==> config.mk <==
export PLATFORM = sky130hd
export DESIGN_NAME = io_switch_debounce
export DESIGN_NICKNAME = d
export VERILOG_FILES = /design/src/rtl/io_switch_debounce.sv
export SDC_FILE = /design/constraint.sdc
export NUM_CORES = 1
export LEC_CHECK = 0
export CELL_PAD_IN_SITES_DETAIL_PLACEMENT = 0
export CELL_PAD_IN_SITES_GLOBAL_PLACEMENT = 1
export CORE_MARGIN = 2
export CORE_UTILIZATION = 48
export CTS_CLUSTER_SIZE = 16
export DETAILED_ROUTE_END_ITERATION = 10
export MAX_ROUTING_LAYER = met4
export PLACE_DENSITY_LB_ADDON = 0.15
export SYNTH_ARGS = -nofsm -noshare
export SYNTH_HDL_FRONTEND = slang
export SYNTH_SLANG_ARGS = --single-unit
==> constraint.sdc <==
create_clock -name io_clk -period 3.6 [get_ports io_clk]
set_input_delay 0.72 -clock io_clk [delete_from_list [all_inputs] [get_ports io_clk]]
set_output_delay 0.72 -clock io_clk [all_outputs]
set_load 0.01 [all_outputs]
==> src/rtl/io_switch_debounce.sv <==
// io_switch_debounce: 2-FF synchroniser plus per-bit counter debounce for two switch ports.
// Optional feature macro IO_DEBOUNCE_EVENT_EN adds sticky per-bit flip flags (evt_flags/evt_clear).
module io_sw_db_bit #(
    parameter int CNT_W           = 16,
    parameter int DEBOUNCE_CYCLES = 50000
) (
    input  logic io_clk,
    input  logic reset,
    input  logic raw,
    output logic stable,
    output logic flip
);
    typedef enum logic {IDLE, COUNT} state_t;
    localparam logic [CNT_W-1:0] TERM = CNT_W'(DEBOUNCE_CYCLES - 1);

    state_t           state;
    logic [CNT_W-1:0] cnt;
    logic             s1, s2;

    // flip marks the edge on which stable takes the new value; the top registers it into changed
    always_comb begin
        flip = 1'b0;
        if (s2 != stable) begin
            if (state == IDLE) flip = (DEBOUNCE_CYCLES == 1);
            else               flip = (cnt == TERM);
        end
    end

    always_ff @(posedge io_clk) begin
        if (reset) begin
            s1     <= 1'b0;
            s2     <= 1'b0;
            stable <= 1'b0;
            cnt    <= '0;
            state  <= IDLE;
        end else begin
            s1 <= raw;
            s2 <= s1;
            if (flip) begin
                stable <= s2;
                cnt    <= '0;
                state  <= IDLE;
            end else begin
                case (state)
                    IDLE: begin
                        if (s2 != stable) begin
                            state <= COUNT;
                            cnt   <= CNT_W'(1);
                        end else begin
                            cnt <= '0;
                        end
                    end
                    COUNT: begin
                        if (s2 == stable) begin
                            state <= IDLE;
                            cnt   <= '0;
                        end else begin
                            cnt <= cnt + CNT_W'(1);
                        end
                    end
                    default: begin
                        state <= IDLE;
                        cnt   <= '0;
                    end
                endcase
            end
        end
    end
endmodule

module io_switch_debounce #(
    parameter int WIDTH           = 5,
    parameter int CNT_W           = 16,
    parameter int DEBOUNCE_CYCLES = 50000
) (
    input  logic             io_clk,
    input  logic             reset,
    input  logic [WIDTH-1:0] sw0_raw,
    input  logic [WIDTH-1:0] sw1_raw,
    output logic [31:0]      in_port0,
    output logic [31:0]      in_port1,
    output logic             changed
`ifdef IO_DEBOUNCE_EVENT_EN
    ,
    input  logic             evt_clear,
    output logic [2*WIDTH-1:0] evt_flags
`endif
);
    logic [2*WIDTH-1:0] raw_all, stable_all, flip_all;

    assign raw_all = {sw1_raw, sw0_raw};

    for (genvar i = 0; i < 2*WIDTH; i++) begin : g_bit
        io_sw_db_bit #(
            .CNT_W          (CNT_W),
            .DEBOUNCE_CYCLES(DEBOUNCE_CYCLES)
        ) u_bit (
            .io_clk(io_clk),
            .reset (reset),
            .raw   (raw_all[i]),
            .stable(stable_all[i]),
            .flip  (flip_all[i])
        );
    end

    assign in_port0 = {{(32-WIDTH){1'b0}}, stable_all[WIDTH-1:0]};
    assign in_port1 = {{(32-WIDTH){1'b0}}, stable_all[2*WIDTH-1:WIDTH]};

    always_ff @(posedge io_clk) begin
        if (reset) changed <= 1'b0;
        else       changed <= |flip_all;
    end

`ifdef IO_DEBOUNCE_EVENT_EN
    // a flip landing on the clearing edge survives the clear
    always_ff @(posedge io_clk) begin
        if (reset)          evt_flags <= '0;
        else if (evt_clear) evt_flags <= flip_all;
        else                evt_flags <= evt_flags | flip_all;
    end
`endif
endmodule

==> results.md, run 1 <==
CTS:
- The longest clock path from root to sink contains 3 buffers.
- For the worst-skew pair, the clock arrives at the later sink with an insertion delay of around 0.50 ns.
- The number of setup buffers added after CTS is 0.
- The library cell used as clock root buffer is sky130_fd_sc_hd__clkbuf_16.
- The post-cts repair resize count is 0.
- The clock net in this run drives a total of around 200 sinks.
- For this design, the CTS-stage hold fixing added 0 buffers.
- The clock-pin transition on the worst setup and hold timing paths is 0.06 ns.
- In this run the number of H-tree levels came out at 1.
- The number of buffers inserted during clock tree synthesis is 21.
- TritonCTS built the clock tree.

Detailed routing:
- The first TritonRoute pass finished after 4 iterations.
- The antenna violation net count after detailed routing is 0.
- In the routed design, unresolved DRC markers number 0.
- The count of vias placed by the detailed router is ~5900.
- Wires add up to about 15 mm.
- The number of vias per cell is 4.81.
- The average wire per standard cell is 11.9 um.
- The DRC marker count from the first detailed-route iteration is between 200 and 250.

Job:
- The number of violations of the max-capacitance limit is 0.

Yosys:
- In the synthesized netlist the async set-or-reset flop fraction comes to 0%.
- The number of synthesized flops with an enable pin is 0.
- The number of cells produced by synthesis is roughly 970.
- After synthesis the cells add up to around 0.009 sq mm.
- The number of warnings printed during yosys synthesis is 0.
- Ranked by total cell area, the synthesized netlist is headed by sky130_fd_sc_hd__dfxtp_1 46%, sky130_fd_sc_hd__xnor2_1 8.2%, sky130_fd_sc_hd__nor2_1 7.9%.
- The cell with the most instances after synthesis is sky130_fd_sc_hd__dfxtp_1.
- The leading register cell type out of synthesis is sky130_fd_sc_hd__dfxtp_1.
- Sorting the synthesized cells by how often they occur yields 201 x sky130_fd_sc_hd__dfxtp_1, 184 x sky130_fd_sc_hd__nor2_1, 82 x sky130_fd_sc_hd__xnor2_1, 68 x sky130_fd_sc_hd__xor2_1, 66 x sky130_fd_sc_hd__buf_4.
- The average cell area after synthesis is 9.05 sq um.
- The count of cell types in the netlist is ~50.
- The register area share after synthesis is 46.0%.
- In this run, synthesis produced a sequential element count of around 200.
- The post-synthesis cell type with the largest combined area is sky130_fd_sc_hd__dfxtp_1.
- The top cell type by area accounts for a little under half of the synthesized area.

Worst setup path:
- The kind of cell adding the most delay to the critical path is buffers and inverters.
- The delay of the slowest critical-path stage is 0.60 ns.
- For this design, the slowest cell found on the critical path is sky130_fd_sc_hd__clkdlybuf4s50_1.
- For flop-to-flop paths, the worst setup slack is 1.40 ns.
- The worst setup path is captured at an output port.
- The critical path class is reg2out.
- For the worst flop-to-flop path, the logic depth is 6.
- At the worst endpoint, the required time is around 2.9 ns.
- In this run the critical register-to-register path is launched from g_bit[8].u_bit.cnt[0]$_SDFF_PP0_.
- The highest fanout seen on the critical path is 4.
- The buffers plus inverters on the worst setup path is 1.
- The worst setup path startpoint is g_bit[1].u_bit.stable$_SDFFE_PP0P_.
- The number of cells on the critical path is 1.
- STA classifies the critical path startpoint as a flip-flop.
- The arrival time at the worst endpoint is ~1.5 ns.
- Traced cell by cell, the critical path runs through clkdlybuf4s50_1.

Pwr:
- The worst-case IR drop observed on VDD is 0.524 mV.
- Of the total power, the clock network draws approximately half.
- The net switching share of the total power is 20.0%.
- The net switching component of the power is about 910 uW.
- The share of total power in sequential cells is between 40% and 50%.
- Cell internal power was estimated by the tool at between 3000 and 4000 uW.
- In this run the power density over the cells is 476 mW/mm^2.
- The total power consumption of the routed design is 4570 uW.
- In this run, the combinational gates consume 1.5% of the power.
- The analysis attributes to cell leakage a power of about 0.0033 uW.

Global route:
- The number of global-route vias before repair was about 5400.
- The global-route wire length before repair is between 20 and 30 mm.
- The overall global routing resource usage is 15.7%.
- For this run the aggregate overflow at the end of global routing stands at 0.
- The number of antenna violations at the first check in global routing is 0.
- The largest net degree at the start of global routing is 43.

Floorplan:
- The die extent in x is 139 um.
- Once the floorplan was initialized, standard cells occupied 48.9% of the core.
- After floorplanning, the core was divided into 49 placement rows.
- The height of the chip is ~140 um.
- The core region area is 0.0179 sq mm.
- The boundary pin count is between 70 and 80.
- The area of the die is slightly below 0.02 sq mm.

Finish:
- In the final layout, the share of cells above drive strength 1 is approximately 4.6%.
- The number of filler instances in the final layout is 1663.
- 0 antenna diodes ended up in the layout.
- After routing the design area is between 0.009 and 0.01 sq mm.
- The total area of multi-input combinational cells is ~0.0043 sq mm.
- The storage element area is roughly 0.004 sq mm.
- After the last flow step, the layout net total stands at approximately 1000.
- The area growth from synthesis to layout is 9.78%.

Placement:
- The total cell area at the placement stage is 0.00887 sq mm.
- The detailed placement HPWL is 9.99 mm.
- Input and output buffers added on the ports amount to 22.
- The weighted congestion reported at the end of routability-driven placement is between 0.7 and 0.8.

STA:
- The max-slew violation count is 0.
- The final hold violation count was 0.
- Setup violations remaining at the end of the flow were counted as 0.
- Adding up every negative setup slack in the final design gives 0 ns.
- The smallest hold slack is 0.436 ns.
- The final clock skew is a little under 0.009 ns.
- The final critical path takes up between 60% and 70% of the cycle.
- The worst relative slew slack is between 40% and 50%.
- The fmax is about 0.45 GHz.
- Setup repair after global routing left no endpoint under its margin.
- The worst path in the final design needs a cycle of ~2.2 ns, including I/O delays and setup.
- The actual transition at the worst max-transition pin is roughly 0.75 ns.

Outcome:
- The run finished with clean final reports.

Min path:
- Counting instances, the worst hold path has a depth of 1.
- The path type of the worst min-delay path is reg2reg.
- The startpoint of the worst hold path is g_bit[7].u_bit.s1$_SDFF_PP0_.
[metal layers]
metal  track usage (%)  routed length (um)
met5                 -                   0
met4              3.88                 289
met3              2.90                 483
met2              22.8                6060
met1              22.6                7760
[power groups by stage]
| stage | logic (uW) | registers (uW) | clock network (uW) |
|---|---|---|---|
| 2_1_floorplan | 93.2 | 2300 | 0 |
| 3_3_place_gp | 65.9 | 2300 | 0 |
| 3_5_place_dp | 66.1 | 2300 | 0 |
| 4_1_cts | 66.1 | 2250 | 2320 |
| 5_1_grt | 74.8 | 2250 | 2410 |
| 6_report | 66.4 | 2250 | 2250 |
[worst paths after layout]
path	to
min reg2reg	g_bit[7].u_bit.s2$_SDFF_PP0_
max	in_port0[1]
max reg2reg	g_bit[8].u_bit.cnt[4]$_SDFF_PP0_
min	g_bit[7].u_bit.s2$_SDFF_PP0_
[flip-flops by register name, indices dropped and copies added, names as in the netlist]
signal / count
g_bit.u_bit.cnt: 160
g_bit.u_bit.s1: 10
g_bit.u_bit.s2: 10
g_bit.u_bit.stable: 10
g_bit.u_bit.state: 10
changed: 1
[layout by cell type, fill, tap and decap left out, drive strengths merged, types with 7 or more instances in the layout]
cell and count:
dfxtp 201, nor2 184, xnor2 82, xor2 68, nand3 63, nand2 62
conb 54, and3 35, clkbuf 31, nand4 21, clkdlybuf4s50 21, nor2b 20
nor3 19, and4 15, nor4 13, inv 11, and2 10, a21boi 10
ha 10, nor4b 8, mux2i 7
[logic make-up (layout without fill, tap and decap cells)]
| family | Yosys count | after routing | synth area share (%) |
|---|---|---|---|
| AOI/OAI and AO/OA | 28 | 28 | 2.35 |
| xor gates and xnor gates | 150 | 150 | 15.0 |
| adders and majority gates | 10 | 10 | 1.43 |
| buffers and inverters | 94 | 68 | 7.02 |
| DFF | 201 | 201 | 46.0 |
| muxes | 7 | 7 | 0.801 |
| other | 1 | 54 | 0.0429 |
| and+or+nand+nor | 476 | 476 | 27.3 |
[area by class of cell]
| type | count | share of cell area (%) |
|---|---|---|
| multi-input cells | 725 | 44.9 |
| clock buffers | 31 | 6.80 |
| well taps | 229 | 2.98 |
| inverters | 10 | 0.391 |
| flip-flops and latches | 201 | 41.9 |
| repair buffers | 22 | 2.24 |
| clock inverters | 5 | 0.821 |
[stage by stage]
step / utilization (%) / instances / setup WS [ns]
2_1_floorplan: - / 1020 / 1.65
3_3_place_gp: 49.6 / 1187 / 1.32
3_5_place_dp: 49.6 / 1187 / 1.29
4_1_cts: 53.6 / 1223 / 1.34
5_1_grt: 53.6 / 1223 / 1.25
6_report: 53.6 / 1223 / 1.38
No activity file was read; power rests on OpenSTA's default activity.
==> inputs of run 2 (changes only) <==
--- a/config.mk
+++ b/config.mk
@@ -8,7 +8,7 @@
 export CELL_PAD_IN_SITES_DETAIL_PLACEMENT = 0
 export CELL_PAD_IN_SITES_GLOBAL_PLACEMENT = 1
 export CORE_MARGIN = 2
-export CORE_UTILIZATION = 48
+export CORE_UTILIZATION = 44
 export CTS_CLUSTER_SIZE = 16
 export DETAILED_ROUTE_END_ITERATION = 10
 export MAX_ROUTING_LAYER = met4
==> constraint.sdc (replaced) <==
create_clock -name io_clk -period 2.3 [get_ports io_clk]
set_input_delay 0.46 -clock io_clk [delete_from_list [all_inputs] [get_ports io_clk]]
set_output_delay 0.46 -clock io_clk [all_outputs]
set_load 0.01 [all_outputs]
==> results.md, run 2 (synthesized netlist as in run 1, its figures left out) <==
Pwr:
- The ratio of total power to cell area was 740 mW/mm^2 (+56%).
- The internal power of the cells was 5710 uW (+56%).
- The net switching component of the power is 1520 uW (+66%).
- The net switching share of the total power was 21.0% (+1.0 points).
- The share of total power in sequential cells is 48.7% (-0.5 points).
- The worst IR drop on VDD is 0.506 mV (-3.4%).
- The leakage power total is 0.00331 uW (+1.9%).
- The share of total power in the clock network is 49.8% (+0.5 points).
- The combinational cell fraction of total power was 1.5% (about the same).

Floorplan:
- The die extent in x came to 145 um (+4.3%).
- The number of placement rows is 51 (+4.1%).
- The core region area came to 0.0195 sq mm (+8.7%).
- The height of the chip was 145 um (+4.3%).
- The area of the die came to 0.0210 sq mm (+8.8%).
- The starting density of the core is 45.0% (-3.9 points).
- The boundary pin count is 77 (unchanged).

CTS:
- The number of buffers between clock root and the deepest sink came to 3 (unchanged).
- The CTS tree is yes.
- The clock network latency to the later pin of the worst-skew pair is 0.50 ns (about the same).
- The number of buffers inserted by hold repair at cts is 0 (unchanged).
- The number of buffers inserted during clock tree synthesis came to 23 (+9.5%).
- The number of sinks on the clock net is 201 (unchanged).
- The library cell used as clock root buffer is sky130_fd_sc_hd__clkbuf_16.
- The post-cts repair resize count was 0 (unchanged).
- The number of buffers inserted by post-CTS setup repair was 0 (unchanged).
- The clock-pin transition on the worst setup and hold timing paths is 0.06 ns (about the same).
- The total number of H-tree levels is 1 (unchanged).

STA:
- The smallest hold slack is 0.409 ns (-0.0272 ns).
- The actual transition at the worst max-transition pin was 0.579 ns (-0.174 ns).
- The final clock skew is 0.00868 ns (-0.0000466 ns).
- Subtracting the final worst setup slack from the clock period gives between 2 and 2.5 ns.
- The worst relative slew slack is 61.1% (+11 points).
- The final hold violation count is 0 (unchanged).
- Derived from the worst setup path, the maximum achievable clock frequency is 0.482 GHz.
- The max-slew violation count is 0 (unchanged).
- The total of endpoints with negative setup slack in the final report is 0 (unchanged).
- The share of the clock period used by the worst path after layout is about nine tenths.
- The total negative slack is 0 ns (unchanged).
- Setup repair after global routing left no endpoint under its margin.

Worst setup path:
- The highest fanout seen on the critical path came to 4 (unchanged).
- The delay of the slowest critical-path stage is 0.51 ns (-0.09 ns).
- The type of element launching the critical path is a flip-flop.
- The arrival time at the worst endpoint was 2.49 ns (+0.99 ns).
- The required arrival time at the worst endpoint came to 2.72 ns (-0.16 ns).
- The category of the worst setup path capture point is a flip-flop.
- Walking the worst path, the cells encountered are ha_1, nand3_2, or4_4, or3_4, o22a_1, a41oi_1.
- The critical path class is reg2reg.
- The critical-path cell with the highest stage delay is sky130_fd_sc_hd__or4_4.

Job:
- The number of violations of the max-capacitance limit came to 0 (unchanged).

Placement:
- The port buffer count is 22 (unchanged).
- The weighted congestion reported at the end of routability-driven placement is 0.745 (about the same).
- The detailed placement HPWL is 10.2 mm (+2.4%).
- The total cell area at the placement stage came to 0.00902 sq mm (+1.7%).

Detailed routing:
- The total length of routed wires is 14.9 mm (+2.2%).
- The post-detailed-route DRC marker count was 0 (unchanged).
- The antenna violation net count after detailed routing is 0 (unchanged).
- The number of vias per cell was 4.69 (-2.5%).
- The length of the first detailed-routing pass in iterations came to 5 (+1).
- The DRC marker count from the first detailed-route iteration is 197 (-4.4%).
- The count of vias placed by the detailed router is 5986 (+1.7%).
- The average wire per standard cell is 11.7 um (-2.0%).

Outcome:
- The flow ran to the end, and the final reports show no timing, DRC or antenna violations.

Finish:
- The final instance area came to 0.00977 sq mm (+1.7%).
- The layout cell share with drive strength beyond 1 is 6.03% (+1.4 points).
- The antenna diode count was 0 (unchanged).
- The register with the most flip-flops is g_bit.u_bit.cnt.
- The number of nets in the layout is 1017 (+1.4%).
- The commonest non-fill, non-tap cell in the layout is sky130_fd_sc_hd__dfxtp_1.
- The flip-flop count of the largest register, all copies and words added is 160 (unchanged).
- The area growth from synthesis to layout is 11.7%.
- Leaving out fill and tap cells, the most frequent cells in the layout are 201 x sky130_fd_sc_hd__dfxtp_1, 184 x sky130_fd_sc_hd__nor2_1, 82 x sky130_fd_sc_hd__xnor2_1.

Global route:
- The largest net degree at the start of global routing came to 24 (-44%).
- The number of global-route vias before repair is 5491 (+1.8%).
- The overall global routing resource usage was 14.6% (-1.1 points).
- The number of antenna violations at the first check in global routing was 0 (unchanged).
- The global-route wire length before repair is 25.7 mm (+0.62%).
- The global route total overflow was 0 (unchanged).

Min path:
- The worst hold path belongs to the class in2reg.
-- run 2: cell types whose count changed in the layout (fill, tap and decap cells not counted) --
cell                         previous run  this run
sky130_fd_sc_hd__clkbuf_1               1         3
sky130_fd_sc_hd__clkinvlp_4             0         2
sky130_fd_sc_hd__clkbuf_8               9         3
sky130_fd_sc_hd__buf_12                 0         1
sky130_fd_sc_hd__clkinv_2               2         6
sky130_fd_sc_hd__inv_6                  1         2
sky130_fd_sc_hd__clkbuf_16             21        23
sky130_fd_sc_hd__buf_4                  0        11
-- run 2: layer usage --
metal | up-vias | wire length [um] | global-route usage [%]
met5 | - | 0 | -
met4 | 0 | 363 | 3.96
met3 | 27 | 444 | 2.55
met2 | 61 | 6320 | 21.8
met1 | 2722 | 7790 | 20.5
li1 | 3176 | - | -
-- run 2: stage by stage --
| step | setup slack, ns | cells | utilization, % | power (uW) |
|---|---|---|---|---|
| 4_1_cts | 0.202 | 1276 | 50.2 | 7350 |
| 5_1_grt | 0.122 | 1276 | 50.2 | 7490 |
| 3_3_place_gp | 0.266 | 1235 | 46.3 | 3710 |
| 6_report | 0.226 | 1276 | 50.2 | 7230 |
| 2_1_floorplan | 0.347 | 1020 | - | 3740 |
| 3_5_place_dp | 0.220 | 1235 | 46.3 | 3710 |
-- run 2: worst max-delay path: cells and delay by family (launching register included) --
kind / cells / cell delay, ns
adders and majority gates: 1 / 0.21
DFF: 1 / 0.36
AOI/OAI and AO/OA: 2 / 0.40
and+or+nand+nor: 3 / 1.03
-- run 2: path summary, 6_finish.rpt --
kind                                                  startpoint                            to  slack, ns  cells after the start
worst max register to register  g_bit[8].u_bit.cnt[0]$_SDFF_PP0_            changed$_SDFF_PP0_       0.23                      6
worst max-delay path            g_bit[8].u_bit.cnt[0]$_SDFF_PP0_            changed$_SDFF_PP0_       0.23                      6
worst min register to register      g_bit[0].u_bit.s1$_SDFF_PP0_  g_bit[0].u_bit.s2$_SDFF_PP0_       0.43                      1
worst min-delay path                                       reset  g_bit[6].u_bit.s1$_SDFF_PP0_       0.41                      2
-- run 2: final cells by class --
class,instances,area (sq um)
sequential,201,4020
tap,265,332
multi-input combinational,725,4310
clock inverter,12,123
timing repair buffer,34,318
fill,1872,9690
inverter,10,37.5
clock buffer,29,628
-- run 2: power groups by stage --
stage	clock network, uW	logic, uW	registers, uW
floorplan	0	146	3600
global placement	0	106	3600
detailed placement	0	106	3600
CTS	3720	107	3520
global route	3840	120	3520
finish	3600	107	3520
